==> src/rtl/hazard_stall_ctrl_if.sv <==
// hazard_stall_ctrl_if: hazard inputs and pipeline latch controls between core and stall controller
interface hazard_stall_ctrl_if #(
    parameter int CNT_W = 32
);
    logic             ihit_i;
    logic             dhit_i;
    logic             mem_dreq_i;
    logic             mem_halt_i;
    logic             ex_pcsrc_taken_i;
    logic             ex_memtoreg_i;
    logic             ex_regwr_i;
    logic [4:0]       ex_wrdest_i;
    logic [4:0]       id_rs_i;
    logic [4:0]       id_rt_i;
    logic             id_uses_rt_i;
    logic             pc_en_o;
    logic             ifid_en_o;
    logic             idex_en_o;
    logic             exmem_en_o;
    logic             memwb_en_o;
    logic             ifid_flush_o;
    logic             idex_flush_o;
    logic             exmem_flush_o;
    logic             memwb_flush_o;
    logic             halted_o;
    logic [CNT_W-1:0] stall_cycles_o;
    logic [CNT_W-1:0] flush_count_o;

    modport master (
        output ihit_i, dhit_i, mem_dreq_i, mem_halt_i, ex_pcsrc_taken_i, ex_memtoreg_i,
               ex_regwr_i, ex_wrdest_i, id_rs_i, id_rt_i, id_uses_rt_i,
        input  pc_en_o, ifid_en_o, idex_en_o, exmem_en_o, memwb_en_o, ifid_flush_o,
               idex_flush_o, exmem_flush_o, memwb_flush_o, halted_o, stall_cycles_o,
               flush_count_o
    );

    modport slave (
        input  ihit_i, dhit_i, mem_dreq_i, mem_halt_i, ex_pcsrc_taken_i, ex_memtoreg_i,
               ex_regwr_i, ex_wrdest_i, id_rs_i, id_rt_i, id_uses_rt_i,
        output pc_en_o, ifid_en_o, idex_en_o, exmem_en_o, memwb_en_o, ifid_flush_o,
               idex_flush_o, exmem_flush_o, memwb_flush_o, halted_o, stall_cycles_o,
               flush_count_o
    );
endinterface

==> src/rtl/hazard_stall_ctrl.sv <==
// hazard_stall_ctrl: per-cycle latch enables/flushes for load-use, cache-miss, branch and halt
module hazard_stall_ctrl #(
    parameter int LU_STALL = 2,
    parameter int CNT_W    = 32
) (
    input logic                clk,
    input logic                rst,
    hazard_stall_ctrl_if.slave b
);
    typedef enum logic [1:0] {RUN, LDUSE, HALT} state_t;

    state_t           state_q, state_d;
    logic [1:0]       lu_left_q, lu_left_d;
    logic [CNT_W-1:0] stall_q, flush_q;
    logic [4:0]       en;
    logic [3:0]       fl;
    logic             halted, stall_inc, flush_inc, hazard, halt_now, dfreeze;

    assign hazard = b.ex_memtoreg_i && b.ex_regwr_i && (b.ex_wrdest_i != 5'd0) &&
                    ((b.ex_wrdest_i == b.id_rs_i) || (b.id_uses_rt_i && b.ex_wrdest_i == b.id_rt_i));
    assign halt_now = (state_q == HALT) || (b.mem_halt_i && (!b.mem_dreq_i || b.dhit_i));
    assign dfreeze  = b.mem_dreq_i && !b.dhit_i;

    assign {b.pc_en_o, b.ifid_en_o, b.idex_en_o, b.exmem_en_o, b.memwb_en_o} = en;
    assign {b.ifid_flush_o, b.idex_flush_o, b.exmem_flush_o, b.memwb_flush_o} = fl;
    assign b.halted_o       = halted;
    assign b.stall_cycles_o = stall_q;
    assign b.flush_count_o  = flush_q;

    // priority decode: reset, halt, d-miss freeze, branch squash, load-use, i-miss, run
    always_comb begin
        en        = 5'b11111;
        fl        = 4'b0000;
        halted    = 1'b0;
        state_d   = state_q;
        lu_left_d = lu_left_q;
        stall_inc = 1'b0;
        flush_inc = 1'b0;
        if (rst) begin
            en = 5'b00000;
            fl = 4'b1111;
        end else if (halt_now) begin
            en      = 5'b00000;
            halted  = 1'b1;
            state_d = HALT;
        end else if (dfreeze) begin
            en        = 5'b00001;
            fl        = 4'b0001;
            stall_inc = 1'b1;
        end else if (b.ex_pcsrc_taken_i) begin
            fl        = 4'b1100;
            flush_inc = 1'b1;
            state_d   = RUN;
            lu_left_d = 2'd0;
        end else if (state_q == LDUSE || hazard) begin
            en        = 5'b00111;
            fl        = 4'b0100;
            stall_inc = 1'b1;
            if (state_q == LDUSE) begin
                lu_left_d = lu_left_q - 2'd1;
                state_d   = (lu_left_q == 2'd1) ? RUN : LDUSE;
            end else if (LU_STALL > 1) begin
                lu_left_d = 2'(LU_STALL - 1);
                state_d   = LDUSE;
            end
        end else if (!b.ihit_i) begin
            en        = 5'b01111;
            fl        = 4'b1000;
            stall_inc = 1'b1;
        end
    end

    // state, remaining bubbles and saturating statistics
    always_ff @(posedge clk) begin
        if (rst) begin
            state_q   <= RUN;
            lu_left_q <= 2'd0;
            stall_q   <= '0;
            flush_q   <= '0;
        end else begin
            state_q   <= state_d;
            lu_left_q <= lu_left_d;
            stall_q   <= (stall_inc && stall_q != '1) ? stall_q + 1'b1 : stall_q;
            flush_q   <= (flush_inc && flush_q != '1) ? flush_q + 1'b1 : flush_q;
        end
    end
endmodule

==> src/flat_wrapper.sv <==
// flat-port wrapper written by rule: the top's interface ports become plain ports
module hazard_stall_ctrl_flat 
#(
    parameter int LU_STALL = 2,
    parameter int CNT_W    = 32
)
  (clk, rst, b_ihit_i, b_dhit_i, b_mem_dreq_i, b_mem_halt_i, b_ex_pcsrc_taken_i, b_ex_memtoreg_i, b_ex_regwr_i, b_ex_wrdest_i, b_id_rs_i, b_id_rt_i, b_id_uses_rt_i, b_pc_en_o, b_ifid_en_o, b_idex_en_o, b_exmem_en_o, b_memwb_en_o, b_ifid_flush_o, b_idex_flush_o, b_exmem_flush_o, b_memwb_flush_o, b_halted_o, b_stall_cycles_o, b_flush_count_o);
  hazard_stall_ctrl_if #(.CNT_W(CNT_W)) b_i ();
  input logic clk;
  input logic rst;
  input wire logic [$bits(b_i.ihit_i)-1:0] b_ihit_i;
  input wire logic [$bits(b_i.dhit_i)-1:0] b_dhit_i;
  input wire logic [$bits(b_i.mem_dreq_i)-1:0] b_mem_dreq_i;
  input wire logic [$bits(b_i.mem_halt_i)-1:0] b_mem_halt_i;
  input wire logic [$bits(b_i.ex_pcsrc_taken_i)-1:0] b_ex_pcsrc_taken_i;
  input wire logic [$bits(b_i.ex_memtoreg_i)-1:0] b_ex_memtoreg_i;
  input wire logic [$bits(b_i.ex_regwr_i)-1:0] b_ex_regwr_i;
  input wire logic [$bits(b_i.ex_wrdest_i)-1:0] b_ex_wrdest_i;
  input wire logic [$bits(b_i.id_rs_i)-1:0] b_id_rs_i;
  input wire logic [$bits(b_i.id_rt_i)-1:0] b_id_rt_i;
  input wire logic [$bits(b_i.id_uses_rt_i)-1:0] b_id_uses_rt_i;
  output wire logic [$bits(b_i.pc_en_o)-1:0] b_pc_en_o;
  output wire logic [$bits(b_i.ifid_en_o)-1:0] b_ifid_en_o;
  output wire logic [$bits(b_i.idex_en_o)-1:0] b_idex_en_o;
  output wire logic [$bits(b_i.exmem_en_o)-1:0] b_exmem_en_o;
  output wire logic [$bits(b_i.memwb_en_o)-1:0] b_memwb_en_o;
  output wire logic [$bits(b_i.ifid_flush_o)-1:0] b_ifid_flush_o;
  output wire logic [$bits(b_i.idex_flush_o)-1:0] b_idex_flush_o;
  output wire logic [$bits(b_i.exmem_flush_o)-1:0] b_exmem_flush_o;
  output wire logic [$bits(b_i.memwb_flush_o)-1:0] b_memwb_flush_o;
  output wire logic [$bits(b_i.halted_o)-1:0] b_halted_o;
  output wire logic [$bits(b_i.stall_cycles_o)-1:0] b_stall_cycles_o;
  output wire logic [$bits(b_i.flush_count_o)-1:0] b_flush_count_o;
  assign b_i.ihit_i = b_ihit_i;
  assign b_i.dhit_i = b_dhit_i;
  assign b_i.mem_dreq_i = b_mem_dreq_i;
  assign b_i.mem_halt_i = b_mem_halt_i;
  assign b_i.ex_pcsrc_taken_i = b_ex_pcsrc_taken_i;
  assign b_i.ex_memtoreg_i = b_ex_memtoreg_i;
  assign b_i.ex_regwr_i = b_ex_regwr_i;
  assign b_i.ex_wrdest_i = b_ex_wrdest_i;
  assign b_i.id_rs_i = b_id_rs_i;
  assign b_i.id_rt_i = b_id_rt_i;
  assign b_i.id_uses_rt_i = b_id_uses_rt_i;
  assign b_pc_en_o = b_i.pc_en_o;
  assign b_ifid_en_o = b_i.ifid_en_o;
  assign b_idex_en_o = b_i.idex_en_o;
  assign b_exmem_en_o = b_i.exmem_en_o;
  assign b_memwb_en_o = b_i.memwb_en_o;
  assign b_ifid_flush_o = b_i.ifid_flush_o;
  assign b_idex_flush_o = b_i.idex_flush_o;
  assign b_exmem_flush_o = b_i.exmem_flush_o;
  assign b_memwb_flush_o = b_i.memwb_flush_o;
  assign b_halted_o = b_i.halted_o;
  assign b_stall_cycles_o = b_i.stall_cycles_o;
  assign b_flush_count_o = b_i.flush_count_o;
  hazard_stall_ctrl #(.LU_STALL(LU_STALL), .CNT_W(CNT_W)) u_core (.clk(clk), .rst(rst), .b(b_i));
endmodule
==> config.mk <==
export PLATFORM = sky130hd
export DESIGN_NAME = hazard_stall_ctrl_flat
export DESIGN_NICKNAME = d
export VERILOG_FILES = /design/src/rtl/hazard_stall_ctrl_if.sv /design/src/rtl/hazard_stall_ctrl.sv /design/src/flat_wrapper.sv
export SDC_FILE = /design/constraint.sdc
export NUM_CORES = 1
export LEC_CHECK = 0
export ABC_CLOCK_PERIOD_IN_PS = 7790
export CAP_MARGIN = 20
export CORE_MARGIN = 2
export CORE_UTILIZATION = 45
export CTS_BUF_LIST = sky130_fd_sc_hd__clkbuf_4 sky130_fd_sc_hd__clkbuf_8 sky130_fd_sc_hd__clkbuf_16
export DETAILED_ROUTE_END_ITERATION = 10
export PLACE_DENSITY = 0.75
export SYNTH_ARGS = -nofsm -noshare
export SYNTH_HDL_FRONTEND = slang
export SYNTH_SLANG_ARGS = --single-unit
==> constraint.sdc <==
create_clock -name clk -period 7.79 [get_ports clk]
set_input_delay 2.337 -clock clk [delete_from_list [all_inputs] [get_ports clk]]
set_output_delay 2.337 -clock clk [all_outputs]
set_load 0.005 [all_outputs]
## Yosys cells after proc, flatten, opt, wreduce, memory -nomap -nowiden

Cells that the tools add are included.

- Register bits: 68
- Input bits: 25
- Output and inout bits: 74
- Logic and storage cells: 72

- $add $sub $neg: 3
- Equal/unequal tests: 8
- Multiplexer cells: 33
- Bitwise gates (word level): 2
- Reductions and logical operators: 21

Operators by type and width:

| operator | count |
|---|---|
| adder 32 x 1 -> 32 bit, second input constant | 2 |
| != test 32 bit, second input constant | 2 |
| two-way mux 5 bit | 6 |
| two-way mux 4 bit | 6 |
| two-way mux 2 bit | 8 |
| two-way mux 1 bit | 13 |
| equality test 5 bit | 2 |
| logical AND 1 bit | 8 |
| nonzero test 5 bit | 1 |
| equality test 2 x 1 -> 1 bit, second input constant | 2 |
| logical OR 1 bit | 4 |
| AND reduction 2 bit | 2 |
| AND reduction 3 bit | 1 |
| nonzero test 3 bit | 1 |
| equality test 2 bit, second input constant | 1 |
| logical NOT 1 bit | 2 |
| != test 2 x 1 -> 1 bit, second input constant | 1 |
| NOT 1 bit | 2 |
| nonzero test 2 bit | 1 |
| OR reduction 2 bit | 1 |
| subtractor 2 x 1 -> 2 bit, second input constant | 1 |

## Depth between registers and ports, before layout

Gate-level depths: netlist of run 1.

- Depth after elaboration: 11
- Gate-level depth with buffers: 8

## Worst setup path before layout of run 1

OpenSTA, ideal clock, no wires.

- Kind: input to output
- Start point: input b_ex_wrdest_i[1]
- End point: output b_idex_flush_o
- Data arrival time: 3.737 ns
- Setup slack: 1.716 ns
- Stages on the path: 5
- Path buffers: 0
- Cells stage by stage: or3_1 o311a_1 a21oi_1 a21oi_1 or2_2

- Cells in the longest elaborated chain, start to end: 10

RTL lines:

| what | line | source |
|---|---|---|
| start, declared | flat_wrapper.sv:18 | `input wire logic [$bits(b_i.ex_wrdest_i)-1:0] b_ex_wrdest_i;` |
| equality test 5 bit | hazard_stall_ctrl.sv:20 | `((b.ex_wrdest_i == b.id_rs_i) \|\| (b.id_uses_rt_i && b.ex_wrdest_i == b.id_rt_i));` |
| logical AND 1 bit | hazard_stall_ctrl.sv:20 |  |
| logical OR 1 bit | hazard_stall_ctrl.sv:20 |  |
| logical AND 1 bit * | hazard_stall_ctrl.sv:19 | `assign hazard = b.ex_memtoreg_i && b.ex_regwr_i && (b.ex_wrdest_i != 5'd0) &&` |
| logical OR 1 bit * | hazard_stall_ctrl.sv:55 | `end else if (state_q == LDUSE \|\| hazard) begin` |
| two-way mux 4 bit * | hazard_stall_ctrl.sv:55 |  |
| two-way mux 4 bit * | hazard_stall_ctrl.sv:50 | `end else if (b.ex_pcsrc_taken_i) begin` |
| two-way mux 4 bit * | hazard_stall_ctrl.sv:46 | `end else if (dfreeze) begin` |
| two-way mux 4 bit * | hazard_stall_ctrl.sv:42 | `end else if (halt_now) begin` |
| two-way mux 4 bit * | hazard_stall_ctrl.sv:39 | `if (rst) begin` |
| end, declared | flat_wrapper.sv:28 | `output wire logic [$bits(b_i.idex_flush_o)-1:0] b_idex_flush_o;` |

Mark *: on every way between the ends. The rest lies on a longest branch, timed or not.

## Worst setup path in the final report of run 1

- Start point: input b_ex_wrdest_i[0]
- End point: output b_idex_flush_o

The elaborated chain is that of the path after synthesis.

==> results of run 1 <==
## cells in the mapped netlist (2+ instances only)
| cell | count |
|---|---|
| a21oi_1 | 31 |
| and3_1 | 3 |
| and4_1 | 6 |
| buf_2 | 6 |
| buf_4 | 3 |
| clkbuf_1 | 11 |
| dfxtp_1 | 68 |
| ha_1 | 3 |
| inv_1 | 10 |
| mux2_2 | 6 |
| mux2_4 | 2 |
| nand2_1 | 32 |
| nand3_1 | 20 |
| nand4_1 | 16 |
| nand4_2 | 4 |
| nor2_1 | 49 |
| nor2b_1 | 8 |
| nor3_1 | 20 |
| nor3b_1 | 4 |
| nor4_1 | 12 |
| nor4_2 | 3 |
| nor4_4 | 2 |
| nor4b_1 | 2 |
| nor4b_2 | 3 |
| o21a_1 | 2 |
| o21ai_0 | 16 |
| o311ai_0 | 2 |
| o31ai_1 | 8 |
| or3_1 | 13 |
| or3_4 | 2 |
| or4_1 | 10 |
| xnor2_1 | 40 |
## layer usage
layer | up-vias | track usage | part of all wire
li1 | 1814 | - | -
met1 | 1690 | 0.262 | 0.44
met2 | 94 | 0.367 | 0.49
met3 | 14 | 0.0532 | 0.052
met4 | 0 | 0.0667 | 0.015
met5 | - | 0 | 0
## worst min-delay path, cell delays in order, from the launching register on
cell     delay [ns]
dfxtp_1        0.33
nand3_1        0.06
a21oi_1        0.05
## flip-flops by register name, indices dropped and copies added (netlist names)
signal,cells
u_core.b.stall_cycles_o,32
u_core.lu_left_q,2
u_core.state_q,2
u_core.b.flush_count_o,32
## cells by family after synthesis
logic type	synth area share
XOR/XNOR	0.0917
buffers and inverters	0.0363
multiplexers	0.0282
AND/OR/NAND/NOR	0.353
AO/OA/AOI/OAI	0.125
flip-flops	0.356
adder cells (fa/ha/maj)	0.00982
## worst min-delay path by stage
stage                              from             endpoint  slack [ns]  cells past startpoint
detailed placement  u_core.lu_left_q[1]  u_core.lu_left_q[1]        0.48                      2
global placement    u_core.lu_left_q[1]  u_core.lu_left_q[1]        0.47                      2
finish              u_core.lu_left_q[1]  u_core.lu_left_q[1]        0.48                      2
floorplan           u_core.lu_left_q[1]  u_core.lu_left_q[1]        0.46                      2
global route        u_core.lu_left_q[0]  u_core.lu_left_q[0]        0.54                      2
CTS                 u_core.lu_left_q[1]  u_core.lu_left_q[1]        0.49                      2
## metrics by stage
stage,util,worst slack [ns],instance area [µm²],total power [mW]
after floorplan,-,1.72,3820,0.393
after global placement,0.591,0.624,4850,0.420
after detailed placement,0.591,0.570,4850,0.421
after CTS,0.620,0.571,5100,0.778
after global routing,0.620,0.459,5100,0.794
final,0.620,0.578,5100,0.771
## layout make-up
cell class,instances,area [µm²],area share
multi-input cells,347,2320,0.455
flip-flops and latches,68,1360,0.267
clock inverters,6,113,0.0221
repair buffers,101,998,0.196
inverters,11,41.3,0.00810
well taps,105,131,0.0258
clock buffers,10,131,0.0258
## placed cells by master (no fill, tap or decap), drive strengths merged, types with 5 or more instances in the layout
| master | netlist | routed |
|---|---|---|
| mux2 | 8 | 8 |
| nand2 | 33 | 33 |
| o21ai | 16 | 16 |
| or4 | 10 | 10 |
| and4 | 6 | 6 |
| inv | 11 | 11 |
| nand3 | 20 | 20 |
| nor4 | 17 | 17 |
| o31ai | 8 | 8 |
| nor3 | 21 | 21 |
| dfxtp | 68 | 68 |
| clkdlybuf4s50 | 0 | 97 |
| clkbuf | 11 | 10 |
| nand4 | 21 | 21 |
| xnor2 | 40 | 40 |
| nor2 | 50 | 50 |
| or3 | 15 | 15 |
| nor4b | 5 | 5 |
| nor2b | 9 | 9 |
| a21oi | 32 | 32 |
## power breakdown
group | leakage, nW | total (mW) | switching (mW) | internal, mW
combinational | 0.902 | 0.0632 | 0.0332 | 0.0300
sequential | 0.548 | 0.350 | 0.00127 | 0.348
clock | 0.124 | 0.358 | 0.141 | 0.217
==> results_dict.tcl, run 1 <==
set metrics [dict create \
    ctsResizeCount 0 \
    start_util 0.465 \
    r2r_end "u_core.b.stall_cycles_o[23]" \
    start_kind "input pin" \
    required_ns 5.45 \
    post_cts_buffers 0 \
    routed_wl_um 9460 \
    crit_start "b_ex_wrdest_i[0]" \
    grt.total_usage 0.214 \
    max_cap_viol_count 0 \
    critical_path_depth 7 \
    period_needed_ns 7.21 \
    status "finished clean" \
    yosys.area.top_type "dfxtp_1" \
    fp-row-count 33 \
    tightest_slew_ns 0.815 \
    ant_nets 0 \
    synth-seq-cells 68 \
    peakVddDrop_v 0.0000940 \
    power_density_mw_per_mm2 151 \
    stdcell_count 648 \
    antenna_found_initial 0 \
    r2r-start "u_core.b.stall_cycles_o[2]" \
    hpwlAfterDp_um 6830 \
    fp.dieArea_mm2 0.00924 \
    synth_enable_flop_cells 0 \
    clock-sinks 68 \
    cts_made_buffers 9 \
    first_pass_iters 4 \
    syn_avg_cell_area_um2 8.55 \
    drcViolationCount 0 \
    fin_crit_sh 0.926 \
    grt_pass1_vias 3483 \
    grt_max_degree 41 \
    setup_tns_ns 0 \
    ys.flop_type "dfxtp_1" \
    critPathBufInv 2 \
    diodes 0 \
    cts_buffer_depth 2 \
    synth_top_cell_area_share 0.356 \
    slowest_stage "clkdlybuf4s50_1" \
    critPathCapture "b_idex_flush_o" \
    whs_ns 0.485 \
    finalHoldViolations 0 \
    io_buffers 98 \
    post-place-cells 632 \
    clk_pin_slew_ns 0.08 \
    grt_pass1_wl_um 15900 \
    overflow 0 \
    vias 3612 \
    core-area_mm2 0.00822 \
    ys_types 62 \
    async_reset_ff_frac 0 \
    syn_area_mm2 0.00382 \
    ys_seq_area_frac 0.356 \
    drt-wirelength-per-cell_um 14.6 \
    clockRootBuffer "clkbuf_8" \
    min_path_type "flop to flop" \
    crit_arrival_ns 4.88 \
    htreeDepth 3 \
    drt_iter0_drc 152 \
    synth.area.top_cells "dfxtp_1 (36%), xnor2_1 (9.2%), nor2_1 (4.8%), a21oi_1 (4.1%), nand2_1 (3.1%)" \
    cpLargestDelayFamily "compound AO/OA/AOI/OAI gates" \
    gp_congestion 0.863 \
    synth_cells 447 \
    worst-r2r-setup-slack_ns 5.44 \
    worstPathMaxFanout 6 \
    clock_skew_ns 0.0136 \
    cts_hold_repair.buffers 0 \
    synth_warnings 0 \
    die_w_um 96.2 \
    area_delta_synth_final_pct 33.4 \
    io_pins 99 \
    cp_cell_sequence "clkdlybuf4s50_1 > or3_1 > o311a_1 > a21oi_1 > a21oi_1 > or2_2 > clkdlybuf4s50_1" \
    tritoncts "done" \
    fmax_mhz 139 \
    synth_nets 475 \
    reg2reg_depth 6 \
    die_h_um 96.2 \
    n_fill_cell 701 \
    clkLatencyLatePin_ns 0.35 \
    p_leak_nw 1.57 \
    crit_type "input pin to output pin" \
    rsz0062_at_grt "no" \
    nets 566 \
    finalMaxSlewViolations 0 \
    avgViaCountPerCell 5.57 \
    critPathMaxStageDelay_ns 0.48 \
    slew_headroom 0.455 \
    final-setup-viol-count 0 \
    crit_path_end_kind "output pin" \
    drive_above_1_share 0.110 \
]
Note: power is estimated with default switching activity, not from simulation.
==> run 2, diff against run 1 <==
Settings changed: CORE_UTILIZATION 45 to 50, PLACE_DENSITY 0.75 to 0.82.
==> results_dict.tcl, run 2 (synthesized netlist as in run 1, its figures left out) <==
set metrics [dict create \
    tightest_slew_ns 0.857 \
    fp.dieArea_mm2 0.00836 \
    ctsResizeCount 0 \
    rsz0062_at_grt "no" \
    r2r-start "u_core.state_q[1]" \
    power_density_mw_per_mm2 152 \
    overflow 0 \
    finalMaxSlewViolations 0 \
    io_pins 99 \
    placed_cell_area_mm2 0.00485 \
    area_delta_synth_final_pct 33.4 \
    clkLatencyLatePin_ns 0.34 \
    drcViolationCount 0 \
    cts_made_buffers 9 \
    clockRootBuffer "clkbuf_8" \
    met1_usage 0.281 \
    final_common_cell "clkdlybuf4s50_1" \
    grt.total_usage 0.226 \
    drive_above_1_share 0.110 \
    grt_util_met3 0.0407 \
    die_w_um 91.4 \
    crit_path_end_kind "output pin" \
    core-area_mm2 0.00733 \
    r2r_end "u_core.b.flush_count_o[7]" \
    tritoncts "done" \
    pre_cts_slack_ns 0.620 \
    fin_util 0.696 \
    clock_skew_ns 0.0104 \
    vias 3722 \
    fmax_mhz 139 \
    grt_pass1_vias 3383 \
    crit_arrival_ns 4.88 \
    reg2reg_depth 6 \
    p_total_mw 0.777 \
    critPathMaxStageDelay_ns 0.47 \
    start_kind "input pin" \
    grt_max_degree 46 \
    n_fill_cell 581 \
    clk_pin_slew_ns 0.07 \
    drt_iter0_drc 254 \
    diodes 0 \
    crit_type "input pin to output pin" \
    die_h_um 91.4 \
    hold_start "u_core.lu_left_q[1]" \
    gp_congestion 0.873 \
    use_met2 0.395 \
    drt-wirelength-per-cell_um 14.8 \
    min_path_type "flop to flop" \
    fin_crit_sh 0.926 \
    grt_pass1_wl_um 15800 \
    ant_nets 0 \
    grt-busiest-layer "met2" \
    hpwlAfterDp_um 6690 \
    worstHoldEndpoint "u_core.lu_left_q[1]" \
    antenna_found_initial 0 \
    avgViaCountPerCell 5.80 \
    fp-row-count 31 \
    p_leak_nw 1.58 \
    period_needed_ns 7.21 \
    final-setup-viol-count 0 \
    routed_wl_um 9470 \
    cts_hold_repair.buffers 0 \
    required_ns 5.45 \
    io_buffers 98 \
    slowest_stage "clkdlybuf4s50_1" \
    post-place-cells 626 \
    setup_tns_ns 0 \
    peakVddDrop_v 0.0000989 \
    start_util 0.521 \
    cp_cell_sequence "clkdlybuf4s50_1 > or3_1 > o311a_1 > a21oi_1 > a21oi_1 > or2_2 > clkdlybuf4s50_1" \
    finalHoldViolations 0 \
    final_cell_mix "clkdlybuf4s50_1 (97), dfxtp_1 (68), nor2_1 (49)" \
    post_cts_buffers 0 \
    slew_headroom 0.428 \
    worstPathMaxFanout 6 \
    cts_buffer_depth 2 \
    nets 566 \
    fin_area_mm2 0.00510 \
    status "finished clean" \
    setup_slack_ns 0.577 \
    whs_ns 0.501 \
    first_pass_iters 5 \
    worst-r2r-setup-slack_ns 5.40 \
    max_cap_viol_count 0 \
    htreeDepth 3 \
    stdcell_count 642 \
    clock-sinks 68 \
    min_path_cells 2 \
    crit_start "b_ex_wrdest_i[1]" \
]
-- run 2: worst max path at each step --
stage / to / slack [ns] / depth (start not counted)
finish: b_idex_flush_o / 0.58 / 7
floorplan: b_idex_flush_o / 1.72 / 5
detailed placement: b_idex_flush_o / 0.62 / 7
global placement: b_idex_flush_o / 0.64 / 7
CTS: b_idex_flush_o / 0.62 / 7
global route: b_idex_flush_o / 0.49 / 7
-- run 2: worst max-delay path, delay by kind of cell --
family / cells / cell delay, ns
compound gates: 3 / 0.95
buf+inv: 2 / 0.91
simple gates: 2 / 0.70
-- run 2: cell type report --
cell class	count	area [µm²]	share of cell area
timing repair buffer	101	998	0.196
tap	99	124	0.0243
inverter	11	41.3	0.00810
sequential	68	1360	0.267
clock buffer	11	145	0.0285
clock inverter	5	108	0.0211
multi-input combinational	347	2320	0.455
-- run 2: power by group --
group          total, mW  internal, mW  switching (mW)
combinational     0.0636        0.0300          0.0336
clock              0.363         0.227           0.137
sequential         0.350         0.348         0.00135
total              0.777         0.605           0.171
-- run 2: metal layers --
metal | vias to the layer above | part of all wire | wire length (µm)
met2 | 124 | 0.50 | 4720
met3 | 12 | 0.049 | 468
met1 | 1778 | 0.44 | 4170
met5 | - | 0 | 0
met4 | 0 | 0.012 | 112
li1 | 1808 | - | -
==> run 3, diff against run 2 <==
Settings changed: CAP_MARGIN 20 to 10.
==> results of run 3 <==
The final DEF is identical to that of run 2; final timing and power are the same.
